$ cat src/rtl/multicycle_cu.sv
// ---------------------------------------------------------------------------
// multicycle_cu : control unit for a multicycle RV32I(+M) datapath.
//
// The FSM walks every instruction through FETCH -> DECODE -> EXEC and then,
// depending on the instruction class, MUL_WAIT, MEM and/or WB. Any illegal
// encoding or an expired handshake wait ends in a sticky TRAP state.
//
// Parameters
//   ENABLE_M   : 1 decodes RV32M (funct7=0000001 on 0110011), 0 traps it
//   WAIT_LIMIT : max cycles spent waiting on mem_ready / mul_done, 0 = off
//
// Ports
//   clk, rst_n               clock, asynchronous active-low reset
//   opCode/funct3/funct7     fields of the latched instruction
//   mem_ready, mul_done      handshake completions
//   mem_req, mem_we, DMCtrl  memory request, write enable, size/sign
//   IRWr, PCWr               instruction register load, PC update
//   ALUAsrc/ALUBsrc/ALUOp    ALU operand selects and operation
//   ImmSrc, BrOp             immediate format, branch/jump control
//   RUWr, RUDataWrSrc        register write enable and data source
//   mul_start                one-cycle start pulse to the M unit
//   trap, trap_cause, state  status (cause 01 illegal, 10 timeout)
// ---------------------------------------------------------------------------
module multicycle_cu #(
   parameter int ENABLE_M   = 1,
   parameter int WAIT_LIMIT = 16
) (
   input  logic       clk,
   input  logic       rst_n,
   input  logic [6:0] opCode,
   input  logic [2:0] funct3,
   input  logic [6:0] funct7,
   input  logic       mem_ready,
   input  logic       mul_done,
   output logic       mem_req,
   output logic       mem_we,
   output logic [2:0] DMCtrl,
   output logic       IRWr,
   output logic       PCWr,
   output logic       ALUAsrc,
   output logic       ALUBsrc,
   output logic [4:0] ALUOp,
   output logic [2:0] ImmSrc,
   output logic [4:0] BrOp,
   output logic       RUWr,
   output logic [1:0] RUDataWrSrc,
   output logic       mul_start,
   output logic       trap,
   output logic [1:0] trap_cause,
   output logic [2:0] state
);

   typedef enum logic [2:0] {
      S_FETCH    = 3'd0,
      S_DECODE   = 3'd1,
      S_EXEC     = 3'd2,
      S_MUL_WAIT = 3'd3,
      S_MEM      = 3'd4,
      S_WB       = 3'd5,
      S_TRAP     = 3'd6
   } state_t;

   // The counter only ever holds 0..WAIT_LIMIT-1 because the FSM leaves the
   // wait state on the cycle it would reach WAIT_LIMIT.
   localparam int            CW     = (WAIT_LIMIT > 1) ? $clog2(WAIT_LIMIT) : 1;
   localparam logic [CW-1:0] LIM_M1 = CW'((WAIT_LIMIT > 0) ? WAIT_LIMIT - 1 : 0);
   localparam logic          EN_M   = (ENABLE_M != 0);
   localparam logic          EN_LIM = (WAIT_LIMIT != 0);

   state_t        state_reg, state_next;
   logic [CW-1:0] cnt_reg, cnt_next;
   logic [1:0]    cause_reg, cause_next;

   // instruction class decode
   logic is_r, is_i, is_ld, is_st, is_br, is_lui, is_auipc, is_jal, is_jalr;
   logic m_enc, is_m, legal, limit_hit, waiting;

   assign is_r     = (opCode == 7'b0110011);
   assign is_i     = (opCode == 7'b0010011);
   assign is_ld    = (opCode == 7'b0000011);
   assign is_st    = (opCode == 7'b0100011);
   assign is_br    = (opCode == 7'b1100011);
   assign is_lui   = (opCode == 7'b0110111);
   assign is_auipc = (opCode == 7'b0010111);
   assign is_jal   = (opCode == 7'b1101111);
   assign is_jalr  = (opCode == 7'b1100111);
   assign m_enc    = is_r && (funct7 == 7'b0000001);
   assign is_m     = m_enc && EN_M;
   assign legal    = (is_r && !(m_enc && !EN_M)) || is_i || is_ld || is_st ||
                     is_br || is_lui || is_auipc || is_jal || is_jalr;

   // last permitted waiting cycle: completion now still wins, else timeout
   assign limit_hit = EN_LIM && (cnt_reg == LIM_M1);
   assign waiting   = (state_reg == S_FETCH) || (state_reg == S_MEM) ||
                      (state_reg == S_MUL_WAIT);

   // datapath control decode, independent of FSM state
   logic [4:0] dec_alu_op;
   logic [2:0] dec_imm_src;
   logic       dec_a_src, dec_b_src;
   logic [4:0] dec_br_op;
   logic [1:0] dec_wr_src;

   always_comb begin
      dec_alu_op  = 5'b00000;
      dec_imm_src = 3'b000;
      dec_a_src   = 1'b0;
      dec_b_src   = 1'b1;
      dec_br_op   = 5'b00000;
      dec_wr_src  = 2'b00;
      if (is_r) begin
         dec_b_src  = 1'b0;
         dec_alu_op = is_m ? {2'b10, funct3} : {1'b0, funct7[5], funct3};
      end
      if (is_i) begin
         // only SRAI uses funct7[5] to pick the arithmetic variant
         dec_alu_op = {1'b0, (funct3 == 3'b101) & funct7[5], funct3};
      end
      if (is_st) dec_imm_src = 3'b001;
      if (is_lui || is_auipc) dec_imm_src = 3'b010;
      if (is_auipc) dec_a_src = 1'b1;
      if (is_br) begin
         dec_imm_src = 3'b101;
         dec_a_src   = 1'b1;
         dec_br_op   = {1'b1, funct3, 1'b0};
      end
      if (is_jal) begin
         dec_imm_src = 3'b110;
         dec_a_src   = 1'b1;
         dec_br_op   = 5'b00001;
         dec_wr_src  = 2'b10;
      end
      if (is_jalr) begin
         dec_br_op  = 5'b00010;
         dec_wr_src = 2'b10;
      end
      if (is_ld) dec_wr_src = 2'b01;
   end

   always_ff @(posedge clk or negedge rst_n) begin
      if (!rst_n) begin
         state_reg <= S_FETCH;
         cnt_reg   <= '0;
         cause_reg <= 2'b00;
      end else begin
         state_reg <= state_next;
         cnt_reg   <= cnt_next;
         cause_reg <= cause_next;
      end
   end

   always_comb begin
      state_next  = state_reg;
      cause_next  = cause_reg;
      cnt_next    = cnt_reg;
      mem_req     = 1'b0;
      mem_we      = 1'b0;
      DMCtrl      = 3'b000;
      IRWr        = 1'b0;
      PCWr        = 1'b0;
      ALUAsrc     = 1'b0;
      ALUBsrc     = 1'b0;
      ALUOp       = 5'b00000;
      ImmSrc      = 3'b000;
      BrOp        = 5'b00000;
      RUWr        = 1'b0;
      RUDataWrSrc = 2'b00;
      mul_start   = 1'b0;

      case (state_reg)
         S_FETCH: begin
            mem_req = 1'b1;
            if (mem_ready) begin
               IRWr       = 1'b1;
               state_next = S_DECODE;
            end else if (limit_hit) begin
               state_next = S_TRAP;
               cause_next = 2'b10;
            end
         end
         S_DECODE: begin
            if (legal) begin
               state_next = S_EXEC;
            end else begin
               state_next = S_TRAP;
               cause_next = 2'b01;
            end
         end
         S_EXEC: begin
            if (is_m) begin
               mul_start  = 1'b1;
               state_next = S_MUL_WAIT;
            end else if (is_ld || is_st) begin
               state_next = S_MEM;
            end else if (is_br) begin
               PCWr       = 1'b1;
               state_next = S_FETCH;
            end else begin
               state_next = S_WB;
            end
         end
         S_MUL_WAIT: begin
            if (mul_done) begin
               state_next = S_WB;
            end else if (limit_hit) begin
               state_next = S_TRAP;
               cause_next = 2'b10;
            end
         end
         S_MEM: begin
            mem_req = 1'b1;
            mem_we  = is_st;
            DMCtrl  = funct3;
            if (mem_ready) begin
               if (is_ld) begin
                  state_next = S_WB;
               end else begin
                  PCWr       = 1'b1;
                  state_next = S_FETCH;
               end
            end else if (limit_hit) begin
               state_next = S_TRAP;
               cause_next = 2'b10;
            end
         end
         S_WB: begin
            RUWr       = 1'b1;
            PCWr       = 1'b1;
            state_next = S_FETCH;
         end
         S_TRAP: begin
            state_next = S_TRAP;
         end
         default: begin
            state_next = S_FETCH;
         end
      endcase

      // datapath controls are meaningful only once the instruction is latched
      if ((state_reg != S_FETCH) && (state_reg != S_TRAP)) begin
         ALUAsrc     = dec_a_src;
         ALUBsrc     = dec_b_src;
         ALUOp       = dec_alu_op;
         ImmSrc      = dec_imm_src;
         BrOp        = dec_br_op;
         RUDataWrSrc = dec_wr_src;
      end

      // the counter restarts on every state change, so entering any wait
      // state begins at zero
      if (state_next != state_reg) begin
         cnt_next = '0;
      end else if (waiting && EN_LIM) begin
         cnt_next = cnt_reg + 1'b1;
      end

      // reset silences every output combinationally, so a request in flight
      // drops the moment rst_n falls rather than at the next edge
      if (!rst_n) begin
         mem_req     = 1'b0;
         mem_we      = 1'b0;
         DMCtrl      = 3'b000;
         IRWr        = 1'b0;
         PCWr        = 1'b0;
         ALUAsrc     = 1'b0;
         ALUBsrc     = 1'b0;
         ALUOp       = 5'b00000;
         ImmSrc      = 3'b000;
         BrOp        = 5'b00000;
         RUWr        = 1'b0;
         RUDataWrSrc = 2'b00;
         mul_start   = 1'b0;
      end
   end

   assign state      = state_reg;
   assign trap       = (state_reg == S_TRAP);
   assign trap_cause = cause_reg;

endmodule

$ cat config.mk
export PLATFORM = sky130hd
export DESIGN_NAME = multicycle_cu
export DESIGN_NICKNAME = d
export VERILOG_FILES = /design/src/rtl/multicycle_cu.sv
export SDC_FILE = /design/constraint.sdc
export NUM_CORES = 1
export LEC_CHECK = 0
export ABC_AREA = 1
export BUFFER_PORTS_ARGS = -buffer_cell sky130_fd_sc_hd__clkbuf_2
export CORE_MARGIN = 5
export CORE_UTILIZATION = 45
export DETAILED_ROUTE_END_ITERATION = 16
export GPL_TIMING_DRIVEN = 0
export PLACE_DENSITY = 0.8
export SLEW_MARGIN = 10
export SYNTH_ARGS = -nofsm -noshare
export SYNTH_HDL_FRONTEND = slang
export SYNTH_SLANG_ARGS = --single-unit
$ cat constraint.sdc
create_clock -name clk -period 3.45 [get_ports clk]
set_input_delay 0.69 -clock clk [delete_from_list [all_inputs] [get_ports clk]]
set_output_delay 0.69 -clock clk [all_outputs]
set_load 0.03 [all_outputs]
==> flow_metrics.tcl <==
set metrics [dict create \
    status "finished, final reports clean" \
    whs_ns 0.308 \
    io_buffers 51 \
    maxCapViolCount 0 \
    syn-num-nets 201 \
    layout_common_cells "clkbuf_2, nand2_1, nor2_1, inv_1, nand3_1" \
    worst_pin_slew_ns 0.426 \
    ys_warn_count 0 \
    period_minus_slack_ns 2.68 \
    worstPathMaxFanout 10 \
    setup_tns_ns 0 \
    drc 0 \
    die_area_mm2 0.00325 \
    p_switching_mw 0.477 \
    nets 257 \
    top_layer "met4" \
    p_sw_frac 0.577 \
    cts_hold_buf 0 \
    clkTransAtPathRegs_ns 0.06 \
    p_per_area_mw_per_mm2 629 \
    grt_antenna_before_repair 0 \
    grt_pass1_vias 1185 \
    nFillCells 247 \
    start_kind "flip-flop" \
    clock_skew_ns 0.00133 \
    synth-seq-cells 9 \
    wl_met3_um 223 \
    boundaryPins 53 \
    syn_area_um2 995 \
    endpoint_kind "output pin" \
    m1WireLength_um 1290 \
    grtUsageTotal 0.182 \
    finalHoldViolations 0 \
    drt_wl_total_um 2900 \
    firstDrtPassIters 4 \
    ir_worst_vdd_uv 441 \
    hp-class "in2async" \
    cts_setup_buffers 0 \
    cts_resized 0 \
    fmax_mhz 373 \
    leakage_nw 0.800 \
    gp_congestion 0.843 \
    die_x_um 57.0 \
    p_int_mw 0.349 \
    final_common_cell "clkbuf_2" \
    postSynthCellCount 179 \
    layout.cells.non_filler 262 \
    antennaDiodeCount 0 \
    largest_reg_flops 4 \
    worstPathRequired_ns 2.76 \
    start_util 0.458 \
    clockBufferDepth 2 \
    grt_pass1_wl_um 4910 \
    cts_tree "built" \
    dp.cells 258 \
    dieHeight_um 57.0 \
    yosysSeqAreaShare 0.226 \
    rrSetupSlack_ns 1.80 \
    overflow 0 \
    synth_edf_count 0 \
    rsz0062_at_grt "no" \
    pwr-share-seq 0.228 \
    drt_iter0_drc 35 \
    coreArea_mm2 0.00217 \
    drive_gt1_frac 0.299 \
    setup_viol 0 \
    wl_per_cell_um 11.1 \
    grt_max_degree 13 \
    dr_total_vias 1272 \
    wl_met2_um 1370 \
    ant_nets 0 \
    critPathArrivalTime_ns 1.99 \
    drv_slew 0 \
    via_per_inst 4.85 \
    dp_hpwl_um 2470 \
    std_cell_rows 17 \
    fin_crit_sh 0.777 \
    syn_to_final_growth_pct 31.9 \
    clock_sinks 9 \
    cts_buffers 3 \
    cts_root_buf "clkbuf_4" \
    htree_levels 1 \
    comb_power_share 0.673 \
    synth_area_per_cell_um2 5.56 \
    async_flop_share 1.00 \
    slew_headroom 0.716 \
    clkLatencyLatePin_ns 0.26 \
    crit_type "reg2out" \
    synth_ff_type "dfrtp_1" \
    ys_types 24 \
    clockPowerShare 0.099 \
]
metal layers:
layer  global-route usage  vias up
met5                    0        -
met4               0.0298        0
met3               0.0543        2
met2                0.313       42
met1                0.228      548
li1                     -      680
critical path: stages, from the launching register on:
cell	delay (ns)
dfrtp_1	0.49
inv_1	0.10
nand3_1	0.16
nand3_1	0.23
clkbuf_1	0.28
a31oi_1	0.22
clkbuf_2	0.24
synthesized netlist by cell type (all sizes together), types with 2 or more instances:
| library cell | n | share of area |
|---|---|---|
| inv | 33 | 0.12 |
| nand2 | 47 | 0.18 |
| dfrtp | 9 | 0.23 |
| nand3 | 15 | 0.091 |
| nand4 | 6 | 0.038 |
| nor2 | 40 | 0.16 |
| o22ai | 2 | 0.013 |
| o21ai | 6 | 0.030 |
| xor2 | 2 | 0.018 |
| nor3 | 10 | 0.055 |
power groups by stage:
| stage | combinational, mW | clock [mW] | sequential, mW |
|---|---|---|---|
| 4_1_cts | 0.559 | 0.0854 | 0.187 |
| 3_3_place_gp | 0.551 | 0 | 0.190 |
| 3_5_place_dp | 0.556 | 0 | 0.190 |
| 6_report | 0.556 | 0.0815 | 0.189 |
| 5_1_grt | 0.636 | 0.0926 | 0.195 |
| 2_1_floorplan | 0.367 | 0 | 0.235 |
cell type report:
type | instances | area [um2] | share of cell area
clock inverters | 1 | 5.00 | 0.00381
well taps | 28 | 35.0 | 0.0267
inverters | 33 | 124 | 0.0944
multi-input cells | 135 | 634 | 0.483
flip-flops and latches | 9 | 225 | 0.172
repair buffers | 51 | 255 | 0.194
clock buffers | 3 | 22.5 | 0.0172
plain buffers | 2 | 11.3 | 0.00858
worst paths after layout:
path	startpoint	end	cells after the start
worst max register to register	state[2]$_DFF_PN0_	cnt_reg[2]$_DFFE_PN0P_	11
max in group asynchronous	rst_n	state[0]$_DFF_PN0_	1
worst max-delay path	state[0]$_DFF_PN0_	ALUAsrc	6
min in group clk	trap_cause[0]$_DFFE_PN0P_	trap_cause[0]$_DFFE_PN0P_	2
worst min register to register	trap_cause[0]$_DFFE_PN0P_	trap_cause[0]$_DFFE_PN0P_	2
worst min-delay path	rst_n	state[2]$_DFF_PN0_	1
cells by family (layout without fill, tap and decap cells):
| family | Yosys count | count (layout) | synth area share |
|---|---|---|---|
| buffers and inverters | 35 | 90 | 0.136 |
| XOR/XNOR | 3 | 3 | 0.0264 |
| adder cells (fa/ha/maj) | 1 | 1 | 0.0126 |
| flip-flops | 9 | 9 | 0.226 |
| AO/OA/AOI/OAI | 13 | 13 | 0.0792 |
| AND/OR/NAND/NOR | 118 | 118 | 0.520 |
through the flow:
stage | total power, mW | setup WS (ns) | util | instance area [um2]
floorplan | 0.602 | 0.538 | - | 995
global placement | 0.740 | 0.816 | 0.592 | 1280
detailed placement | 0.746 | 0.788 | 0.592 | 1280
CTS | 0.832 | 0.760 | 0.605 | 1310
global route | 0.924 | 0.609 | 0.605 | 1310
finish | 0.826 | 0.768 | 0.605 | 1310
Power figures use the tool's default switching activity.
